$ cat src/rtl/tt_dfd_vid_req_scheduler.sv
// Debug request scheduler: collects per-VID request pulses and translates each
// VID to its physical hart. It then issues one request at a time, round-robin,
// on the shared per-PID request/ack channel. Every request gets one response,
// which reports OK, UNMAPPED or TIMEOUT.
module tt_dfd_vid_req_scheduler #(
    parameter int NumHarts    = 8,
    parameter int NumHartsIdx = (NumHarts == 1) ? 1 : $clog2(NumHarts),
    parameter int TimeoutW    = 8
) (
    input  logic                                  clk,
    input  logic                                  reset_n,
    input  logic [NumHarts-1:0]                   fuse_map,
    input  logic [NumHarts-1:0][NumHartsIdx-1:0]  vid_map,
    input  logic [TimeoutW-1:0]                   timeout_cycles,
    input  logic [NumHarts-1:0]                   req_vid_vector,
    output logic [NumHarts-1:0]                   pending,
    output logic                                  busy,
    output logic [NumHarts-1:0]                   hart_req_vector,
    input  logic [NumHarts-1:0]                   hart_ack,
    output logic                                  resp_valid,
    output logic [NumHartsIdx-1:0]                resp_vid,
    output logic [1:0]                            resp_status
);

    localparam logic [1:0] ST_IDLE = 2'd0;
    localparam logic [1:0] ST_REQ  = 2'd1;
    localparam logic [1:0] ST_RESP = 2'd2;

    localparam logic [1:0] STS_OK       = 2'b00;
    localparam logic [1:0] STS_UNMAPPED = 2'b01;
    localparam logic [1:0] STS_TIMEOUT  = 2'b10;

    // The VID lookup table covers every encodable VID, so a vid_map entry can
    // never index outside the table, even when NumHarts is not a power of two.
    localparam int MapSize = 1 << NumHartsIdx;

    function automatic logic [NumHarts-1:0] onehot(input logic [NumHartsIdx-1:0] idx);
        logic [NumHarts-1:0] vec;
        vec      = {NumHarts{1'b0}};
        vec[idx] = 1'b1;
        return vec;
    endfunction

    // Registered state
    logic [1:0]             state_r;
    logic [NumHarts-1:0]    pending_r;
    logic [NumHartsIdx-1:0] rr_ptr_r;
    logic [TimeoutW-1:0]    cnt_r;
    logic [NumHartsIdx-1:0] cur_vid_r;
    logic [NumHartsIdx-1:0] cur_pid_r;
    logic [1:0]             cur_status_r;
    logic                   busy_r;
    logic [NumHarts-1:0]    hart_req_r;
    logic                   resp_valid_r;
    logic [NumHartsIdx-1:0] resp_vid_r;
    logic [1:0]             resp_status_r;

    // Next-state values
    logic [1:0]             state_nxt_s;
    logic [NumHarts-1:0]    pending_nxt_s;
    logic [NumHartsIdx-1:0] rr_ptr_nxt_s;
    logic [TimeoutW-1:0]    cnt_nxt_s;
    logic [NumHartsIdx-1:0] cur_vid_nxt_s;
    logic [NumHartsIdx-1:0] cur_pid_nxt_s;
    logic [1:0]             cur_status_nxt_s;

    // Lookup and arbitration results
    logic [MapSize-1:0][NumHartsIdx-1:0] map_pid_s;
    logic [MapSize-1:0]                  map_ok_s;
    logic [NumHartsIdx-1:0]              cand_s;
    logic [NumHartsIdx-1:0]              sel_vid_s;
    logic                                sel_found_s;
    logic [NumHarts-1:0]                 pend_clr_s;

    // Build the VID->PID table from the present harts. When two present harts
    // share a VID, the later (higher) index wins.
    always_comb begin
        map_pid_s = {MapSize{{NumHartsIdx{1'b0}}}};
        map_ok_s  = {MapSize{1'b0}};
        for (int i = 0; i < NumHarts; i++) begin
            map_pid_s[vid_map[i]] = fuse_map[i] ? NumHartsIdx'(i) : map_pid_s[vid_map[i]];
            map_ok_s[vid_map[i]]  = map_ok_s[vid_map[i]] | fuse_map[i];
        end
    end

    // Round-robin pick: scan for the first pending VID at or after rr_ptr,
    // wrapping at NumHarts.
    always_comb begin
        cand_s      = {NumHartsIdx{1'b0}};
        sel_vid_s   = {NumHartsIdx{1'b0}};
        sel_found_s = 1'b0;
        for (int k = 0; k < NumHarts; k++) begin
            cand_s      = NumHartsIdx'((int'(rr_ptr_r) + k) % NumHarts);
            sel_vid_s   = (!sel_found_s && pending_r[cand_s]) ? cand_s : sel_vid_s;
            sel_found_s = sel_found_s | pending_r[cand_s];
        end
    end

    // Update the pending mask: a response clears its own VID. A new pulse in
    // the same cycle re-sets the bit, so that VID is queued again.
    always_comb begin
        pend_clr_s    = (state_r == ST_RESP) ? onehot(cur_vid_r) : {NumHarts{1'b0}};
        pending_nxt_s = (pending_r & ~pend_clr_s) | req_vid_vector;
    end

    // Controller FSM: IDLE picks a VID, REQ waits for ack or timeout, and RESP
    // reports the result for one cycle.
    always_comb begin
        state_nxt_s      = state_r;
        rr_ptr_nxt_s     = rr_ptr_r;
        cnt_nxt_s        = cnt_r;
        cur_vid_nxt_s    = cur_vid_r;
        cur_pid_nxt_s    = cur_pid_r;
        cur_status_nxt_s = cur_status_r;
        case (state_r)
            ST_IDLE: begin
                if (sel_found_s) begin
                    cur_vid_nxt_s = sel_vid_s;
                    cur_pid_nxt_s = map_pid_s[sel_vid_s];
                    cnt_nxt_s     = {TimeoutW{1'b0}};
                    if (map_ok_s[sel_vid_s]) begin
                        state_nxt_s = ST_REQ;
                    end else begin
                        cur_status_nxt_s = STS_UNMAPPED;
                        state_nxt_s      = ST_RESP;
                    end
                end else begin
                    state_nxt_s = ST_IDLE;
                end
            end
            ST_REQ: begin
                if (hart_ack[cur_pid_r]) begin
                    cur_status_nxt_s = STS_OK;
                    state_nxt_s      = ST_RESP;
                end else if ((timeout_cycles != {TimeoutW{1'b0}}) &&
                             (cnt_r == (timeout_cycles - TimeoutW'(1)))) begin
                    cur_status_nxt_s = STS_TIMEOUT;
                    state_nxt_s      = ST_RESP;
                end else if (cnt_r != {TimeoutW{1'b1}}) begin
                    cnt_nxt_s = cnt_r + TimeoutW'(1);
                end else begin
                    cnt_nxt_s = cnt_r;
                end
            end
            ST_RESP: begin
                rr_ptr_nxt_s = (cur_vid_r == NumHartsIdx'(NumHarts - 1)) ?
                               {NumHartsIdx{1'b0}} : (cur_vid_r + NumHartsIdx'(1));
                state_nxt_s  = ST_IDLE;
            end
            default: begin
                state_nxt_s = ST_IDLE;
            end
        endcase
    end

    // State and output registers. Outputs are computed from the next state,
    // so they line up with the state they describe.
    always_ff @(posedge clk or negedge reset_n) begin
        if (!reset_n) begin
            state_r       <= ST_IDLE;
            pending_r     <= {NumHarts{1'b0}};
            rr_ptr_r      <= {NumHartsIdx{1'b0}};
            cnt_r         <= {TimeoutW{1'b0}};
            cur_vid_r     <= {NumHartsIdx{1'b0}};
            cur_pid_r     <= {NumHartsIdx{1'b0}};
            cur_status_r  <= STS_OK;
            busy_r        <= 1'b0;
            hart_req_r    <= {NumHarts{1'b0}};
            resp_valid_r  <= 1'b0;
            resp_vid_r    <= {NumHartsIdx{1'b0}};
            resp_status_r <= 2'b00;
        end else begin
            state_r       <= state_nxt_s;
            pending_r     <= pending_nxt_s;
            rr_ptr_r      <= rr_ptr_nxt_s;
            cnt_r         <= cnt_nxt_s;
            cur_vid_r     <= cur_vid_nxt_s;
            cur_pid_r     <= cur_pid_nxt_s;
            cur_status_r  <= cur_status_nxt_s;
            busy_r        <= (state_nxt_s != ST_IDLE);
            hart_req_r    <= (state_nxt_s == ST_REQ) ? onehot(cur_pid_nxt_s) : {NumHarts{1'b0}};
            resp_valid_r  <= (state_nxt_s == ST_RESP);
            resp_vid_r    <= (state_nxt_s == ST_RESP) ? cur_vid_nxt_s : {NumHartsIdx{1'b0}};
            resp_status_r <= (state_nxt_s == ST_RESP) ? cur_status_nxt_s : 2'b00;
        end
    end

    assign pending         = pending_r;
    assign busy            = busy_r;
    assign hart_req_vector = hart_req_r;
    assign resp_valid      = resp_valid_r;
    assign resp_vid        = resp_vid_r;
    assign resp_status     = resp_status_r;

endmodule

$ cat config.mk
export PLATFORM = sky130hd
export DESIGN_NAME = tt_dfd_vid_req_scheduler
export DESIGN_NICKNAME = d
export VERILOG_FILES = /design/src/rtl/tt_dfd_vid_req_scheduler.sv
export SDC_FILE = /design/constraint.sdc
export NUM_CORES = 1
export LEC_CHECK = 0
export ABC_CLOCK_PERIOD_IN_PS = 4890
export BUFFER_PORTS_ARGS = -buffer_cell sky130_fd_sc_hd__buf_2
export CORE_UTILIZATION = 35
export CTS_CLUSTER_DIAMETER = 120
export DETAILED_ROUTE_END_ITERATION = 8
export GPL_TIMING_DRIVEN = 0
export PLACE_DENSITY = 0.54
export SLEW_MARGIN = 20
export SYNTH_ARGS = -nofsm -noshare
export SYNTH_HDL_FRONTEND = slang
export SYNTH_SLANG_ARGS = --single-unit
$ cat constraint.sdc
create_clock -name clk -period 4.89 [get_ports clk]
set_input_delay 0.489 -clock clk [delete_from_list [all_inputs] [get_ports clk]]
set_output_delay 0.489 -clock clk [all_outputs]
set_load 0.02 [all_outputs]
# --- Word level (Yosys, flattened, before mapping) ---
# Memory sizes are Yosys's and may differ from the RTL's.
# Index checks and enable logic that the tools add are counted.
word_totals:
  memories: 2
  register_bits: 44
  ram_bits: 0
  inputBits: 58
  out_inout_bits: 23
  latchBits: 0
  wordCells: 257
  mem_bits_ro: 32
classes:
  eq_ne: 11
  multipliers: 0
  div: 0
  order_cmp: 30
  add_sub_neg: 10
  n_reduce_logical: 30
  shifts: 0
  n_bitwise: 20
  mux: 142
mem_list:
  columns: ["memory", "words", "word_bits", "read_ports", "rd_clocked_by_memory_dff", "write_ports", "line_no", "text"]
  rows:
  - ["(name not given)", 8, 3, 1, 0, 0, "81", "map_pid_s[vid_map[i]] = fuse_map[i] ? NumHartsIdx'(i) : map_pid_s[vid_map[i]];"]
  - ["(name not given)", 8, 1, 1, 0, 0, "82", "map_ok_s[vid_map[i]] = map_ok_s[vid_map[i]] | fuse_map[i];"]
ops:
  columns: ["operator", "n"]
  rows:
  - ["$bwmux W24", 7]
  - ["$mux W3", 39]
  - ["$lt A3 B4 Y1 const B", 20]
  - ["$bmux W3 S3", 8]
  - ["$demux W3 S3", 8]
  - ["$bwmux W8", 7]
  - ["$bmux W1 S3", 17]
  - ["$mux W8", 6]
  - ["$demux W1 S3", 10]
  - ["$ge A3 B1 Y1 const B", 10]
  - ["$mux W1", 28]
  - ["$and A24 B24 Y24", 1]
  - ["$logic_and A1 B1 Y1", 18]
  - ["$mux W2", 9]
  - ["$and A8 B8 Y8", 2]
  - ["$pmux W8 S2", 1]
  - ["$or A1 B1 Y1", 15]
  - ["$add A3 B3 Y3 const B", 4]
  - ["$add A8 B1 Y8 const B", 1]
  - ["$eq A8 B8 Y1", 1]
  - ["$ne A2 B2 Y1 const B", 4]
  - ["$ne A8 B8 Y1 const B", 1]
  - ["$not A8 Y8", 1]
  - ["$or A8 B8 Y8", 1]
  - ["12 further kinds", 24]

# --- Logic depth before layout (Yosys ltp) ---
depth:
  depth_word: 42
  mapped_depth: 20
  ltp_nobuf: 17

# --- Worst setup path after synthesis ---
# OpenSTA, ideal clock, no wires.
synth_path:
  path_kind: "reg2reg"
  start: "register rr_ptr_r[0]"
  end: "register hart_req_r[4] (netlist: hart_req_vector[4])"
  stages_incl_launch_ff: 18
  synth_period_minus_slack_ns: 4.427
  setup_slack_ns: 0.463
  required_ns: 4.802
  setup_time_ns: 0.088
  t_arrival_ns: 4.339
  path_buffers: 3
  path_cell_list: "dfrtp_1 buf_2 inv_1 ha_1 clkbuf_1 mux4_2 mux2_2 or4_4 nor2_1 o22a_1 buf_4 nand2_1 o2111ai_1 a31oi_1 or4_1 a21oi_2 a21oi_1 nor3b_1"
synth_between:
  elab_chain_len: 21
  word_cells_on_any_way: 68
  classes_between: "add/sub: 7; order compare: 2; eq/ne: 1; mux: 36; bitwise: 7; reduce/logical: 15"
synth_lines:
  columns: ["element", "line_no", "text"]
  rows:
  - ["start, declared", "47", "logic [NumHartsIdx-1:0] rr_ptr_r;"]
  - ["start signal, assigned", "162", "rr_ptr_r <= {NumHartsIdx{1'b0}};"]
  - ["start signal, assigned", "175", "rr_ptr_r <= rr_ptr_nxt_s;"]
  - ["$add A3 B1 Y3", "93", "cand_s = NumHartsIdx'((int'(rr_ptr_r) + k) % NumHarts);"]
  - ["$bmux W1 S3", "94, 95", null]
  - ["$mux W1 (not written as such)", "94, 95", null]
  - ["$or A1 B1 Y1", "95", "sel_found_s = sel_found_s | pending_r[cand_s];"]
  - ["$logic_not A1 Y1 or $or A1 B1 Y1 (tied branches)", "94, 95", null]
  - ["$logic_and A1 B1 Y1, or another cell as far along", "94", "sel_vid_s = (!sel_found_s && pending_r[cand_s]) ? cand_s : sel_vid_s;"]
  - ["$mux W3, or another cell as far along (4 in a row)", "94", null]
  - ["$mux W3 or $logic_and A1 B1 Y1 (tied branches)", "94", null]
  - ["[2 not listed]", null, null]
  - ["$mux W3 (not written as such)", "119", "cur_pid_nxt_s = map_pid_s[sel_vid_s];"]
  - ["$mux W3", "117", "if (sel_found_s) begin"]
  - ["$mux W3", "115", "case (state_r)"]
  - ["$lt A3 B4 Y1 (not written as such) or $ge A3 B1 Y1 (tied branches)", "40", "vec[idx] = 1'b1;"]
  - ["$logic_and A1 B1 Y1 (not written as such)", "40", null]
  - ["$mux W1 (not written as such)", "40", null]
  - ["$demux W1 S3", "40", null]
  - ["$mux W8 *", "181", "hart_req_r <= (state_nxt_s == ST_REQ) ? onehot(cur_pid_nxt_s) : {NumHarts{1'b0}};"]
  - ["end signal, assigned", "168", "hart_req_r <= {NumHarts{1'b0}};"]
  - ["end signal, assigned", "181", null]
  - ["end, declared", "53", "logic [NumHarts-1:0] hart_req_r;"]
# Every way passes the cells marked *; elsewhere a longest branch is shown, timed or not. The select of a mux whose other input is x is not followed.
# A chain may end at the register's enable or synchronous reset.

# --- Worst setup path after layout ---
layout_path:
  start: "input vid_map[4] (netlist bit)"
  end: "register hart_req_r[3] (netlist: hart_req_vector[3])"
layout_between:
  elab_chain_len: 38
  word_cells_on_any_way: 79
  classes_between: "order compare: 4; eq/ne: 1; mux: 65; bitwise: 7; reduce/logical: 2"
layout_lines:
  columns: ["element", "line_no", "text"]
  rows:
  - ["start, declared", "13", "input logic [NumHarts-1:0][NumHartsIdx-1:0] vid_map,"]
  - ["$lt A3 B4 Y1 (not written as such) or $ge A3 B1 Y1 (tied branches)", "81, 82", null]
  - ["$logic_and A1 B1 Y1 (not written as such)", "81, 82", null]
  - ["$mux W3", "81", null]
  - ["$demux W3 S3", "81", null]
  - ["$bwmux W24", "81", null]
  - ["$bmux W3 S3", "81", null]
  - ["$mux W3 (not written as such)", "81", null]
  - ["$mux W3", "81", null]
  - ["[22 not listed]", null, null]
  - ["$mux W3 (not written as such)", "119", null]
  - ["$mux W3", "117", null]
  - ["$mux W3", "115", null]
  - ["$lt A3 B4 Y1 (not written as such) or $ge A3 B1 Y1 (tied branches)", "40", null]
  - ["$logic_and A1 B1 Y1 (not written as such)", "40", null]
  - ["$mux W1 (not written as such)", "40", null]
  - ["$demux W1 S3", "40", null]
  - ["$mux W8 *", "181", null]
# Marked as above.

==> results.sh <==
export IMPL_yosysWarnings=0
export IMPL_maxSlewViolCount=0
export IMPL_num_nets_final=1157
export IMPL_dr_total_vias=8830
export IMPL_finalWeightedCongestion=0.989
export IMPL_final_hold_vio_count=0
export IMPL_syn_cell_area_um2=7190
export IMPL_grt_first_pass_wirelength_um=44700
export IMPL_critPathArrivalTime_ns=4.89
export IMPL_gr_total_overflow=0
export IMPL_crit_path_start_kind="input pin"
export IMPL_core_region_area_um2=20200
export IMPL_post_drt_via_cell_ratio=6.47
export IMPL_areaGrowthSynthToFinish_pct=14.5
export IMPL_synthesis_instances=1010
export IMPL_dieHeight_um=145
export IMPL_timing_clock_skew_ns=0.00226
export IMPL_synth_top_cells_by_area="sky130_fd_sc_hd__dfrtp_1 15%, sky130_fd_sc_hd__nand2_1 5.7%, sky130_fd_sc_hd__nor2_1 4.8%, sky130_fd_sc_hd__a21oi_1 3.8%, sky130_fd_sc_hd__mux4_2 3.8%"
export IMPL_wl_per_cell_um=21.0
export IMPL_worstMarginPinSlew_ns=1.14
export IMPL_dpl_hpwl_um=22600
export IMPL_share_of_the_synthesized_area_in_compound_gates_ao_oa_aoi_oai_pct=32.8
export IMPL_critical_path_s_most_frequent_cell="sky130_fd_sc_hd__o2111ai_1"
export IMPL_max_slew_margin_rel_pct=23.6
export IMPL_synth_simple_gate_area_share_pct=36.5
export IMPL_max_clock_freq_mhz=213
export IMPL_crit_path_end_kind="register"
export IMPL_detailedRoute_firstPassIterationCount=6
export IMPL_finalWirelength_um=28600
export IMPL_clk_path_buf_depth=2
export IMPL_worst_path_max_fanout=9
export IMPL_io_buffer_count=67
export IMPL_cts_num_sinks=42
export IMPL_worst_setup_path_type="input pin to register"
export IMPL_crit_chain="buf_2 > or3_1 > a32o_1 > nor4_4 > buf_4 > o2111ai_1 > o2111ai_1 > a21boi_1 > o21ai_0 > nor2_1 > o41ai_1 > o221ai_1 > a211oi_1 > o311ai_1 > and2_4 > nor4_2"
export IMPL_cts_reportedPaths_clkPinSlew_ns=0.06
export IMPL_synth_most_common_cell="sky130_fd_sc_hd__nand2_1"
export IMPL_via_count_of_the_first_global_routing_pass=8074
export IMPL_footprint_of_the_flip_flops_and_latches_um2=1050
export IMPL_dieArea_um2=21100
export IMPL_postRouteAntennaNets=0
export IMPL_antenna_cells_inserted=0
export IMPL_setup_violations=0
export IMPL_multi_input_comb_area_um2=5830
export IMPL_hold_ws_ns=0.343
export IMPL_yosysUniqueCellTypes=103
export IMPL_insertion_delay_ns=0.28
export IMPL_main_synth_ff_type="sky130_fd_sc_hd__dfrtp_1"
export IMPL_drive_gt1_share_pct=17.6
export IMPL_timing_critical_path_slowest_cell_delay_ns=0.62
export IMPL_remaining_drc_errors=0
export IMPL_cp_slowest_cell="sky130_fd_sc_hd__o41ai_1"
export IMPL_grt_antenna_before_repair=0
export IMPL_io_pin_count=81
export IMPL_std_cell_rows=52
export IMPL_finalCoreUtilization_pct=40.8
export IMPL_setup_total_negative_slack_ns=0
export IMPL_total_leakage_power_uw=0.00293
export IMPL_synthArstFlopShare_pct=100
export IMPL_yosys_reg_bits=42
export IMPL_synth_xor_area_share_pct=3.78
export IMPL_average_instance_area_after_synthesis_um2=7.11
export IMPL_cts_hold_repair_buffers=0
export IMPL_synth_top_cells_by_count="110 x sky130_fd_sc_hd__nand2_1, 92 x sky130_fd_sc_hd__nor2_1, 55 x sky130_fd_sc_hd__a21oi_1"
export IMPL_ys_seq_area_share_pct=14.6
export IMPL_worstPathRequired_ns=5.08
export IMPL_synthMuxAreaShare_pct=5.55
export IMPL_crit_start="vid_map[4]"
export IMPL_number_of_synthesized_flops_with_an_enable_pin=0
export IMPL_synth_top_cell_area_share_pct=14.6
export IMPL_setup_repair_after_global_routing_missed_its_margin="no"
export IMPL_dieWidth_um=145
export IMPL_dr_iter_0_viols=1015
export IMPL_number_of_h_tree_levels=2
export IMPL_post_synth_top_area_cell="sky130_fd_sc_hd__dfrtp_1"
export IMPL_power_per_cell_area_nw_per_um2=374
export IMPL_cts_tree="done"
export IMPL_fillCellCount=2178
export IMPL_mappedNetlistNets=1074
export IMPL_root_buffer="sky130_fd_sc_hd__clkbuf_16"
export IMPL_timing_max_cap_violations=0
export IMPL_worstReg2RegStart="rr_ptr_r[0]"
export IMPL_synth_fa_ha_area_share_pct=1.04
export IMPL_grt_start_max_net_pins=43
export IMPL_layout_min_cycle_time_ns=4.70
export IMPL_cts_bufs_inserted=5
export IMPL_post_route_period_util_pct=96.1
export IMPL_main_combinational_cell_family_by_area_after_synthesis="simple AND/OR/NAND/NOR gates"
export IMPL_start_util_pct=35.6
export IMPL_timing_hold_worst_class="input pin to asynchronous set/reset pin"
export IMPL_outcome="complete, no violations"
export IMPL_grt_util_all_layers_pct=26.3
export IMPL_vdd_ir_drop_max_v=0.000160
[placed cells by master, fill, tap and decap left out, drive strengths merged, types with 12 or more instances in the layout]
master and count:
buf 112, nand2 110, nor2 94, a21oi 58, o21ai 56, nor3 46
nand3 45, dfrtp 42, clkbuf 39, a31oi 26, nor2b 23, inv 23
xnor2 18, nand2b 18, or3 18, nand4 16, and3 16, and2 16
a21o 14, o31ai 14, nor3b 14, nor4 14, xor2 13, o211ai 13
mux4 12, nand3b 12, a211oi 12
[power by group]
group,switching (uW),internal (uW)
combinational,1310,821
sequential,107,454
clock,141,244
total,1560,1520
[logic make-up after synthesis]
group,count (synthesis)
compound gates,330
xor+xnor,31
fa+ha+maj,6
buf+inv,93
flops,42
mux,24
simple gates,484
[what timing repair did]
action | in CTS | in global routing
setup buffers | 3 | 7
pin swaps | 1 | 5
endpoints found under the setup margin | 18 | 18
resized for setup | 7 | 26
[routing by layer]
metal | routed length (um) | vias to the layer above | part of all wire, % | global-route usage (%)
met3 | 2630 | 68 | 9.2 | 3.30
li1 | - | 4071 | - | -
met2 | 12500 | 511 | 44 | 40.7
met1 | 12600 | 4180 | 44 | 37.5
met5 | 0 | - | 0 | 0
met4 | 858 | 0 | 3.0 | 8.53
[flip-flops by register name, summed over array words and instances (netlist names)]
signal	flops
resp_vid	3
hart_req_vector	8
state_r	2
busy	1
resp_status	2
cur_pid_r	3
cnt_r	8
rr_ptr_r	3
resp_valid	1
cur_vid_r	3
pending	8
[worst paths after layout]
path,cells after the start,end,slack [ns]
max,16,hart_req_vector[3],0.19
min,1,pending[1],0.34
max reg2reg,17,hart_req_vector[6],0.25
min reg2reg,1,busy,0.54
max in group asynchronous,1,rr_ptr_r[0],3.92
min in group clk,2,pending[3],0.38
[critical path, delay by kind of cell]
kind / cells / cell delay (ns)
AOI/OAI and AO/OA: 9 / 2.74
buffers and inverters: 2 / 0.34
and+or+nand+nor: 5 / 1.33
[cell type report]
cell class	instances	share of cell area (%)
Multi-Input combinational cell	875	70.9
Sequential cell	42	12.8
Timing Repair Buffer	77	4.99
Tap cell	270	4.10
Buffer	69	4.06
Clock buffer	5	1.52
Inverter	23	1.09
Clock inverter	3	0.593
[stage by stage]
stage          cell area (um2)  worst slack, ns  total power, uW  std cells
2_1_floorplan             7190            0.463             1980       1010
3_3_place_gp              7860           -0.702             2530       1347
3_5_place_dp              7860           -0.656             2510       1347
4_1_cts                   8080          0.00144             2960       1357
5_1_grt                   8230          0.00600             3310       1364
6_report                  8230            0.189             3080       1364
No activity file was read; power rests on OpenSTA's default activity.
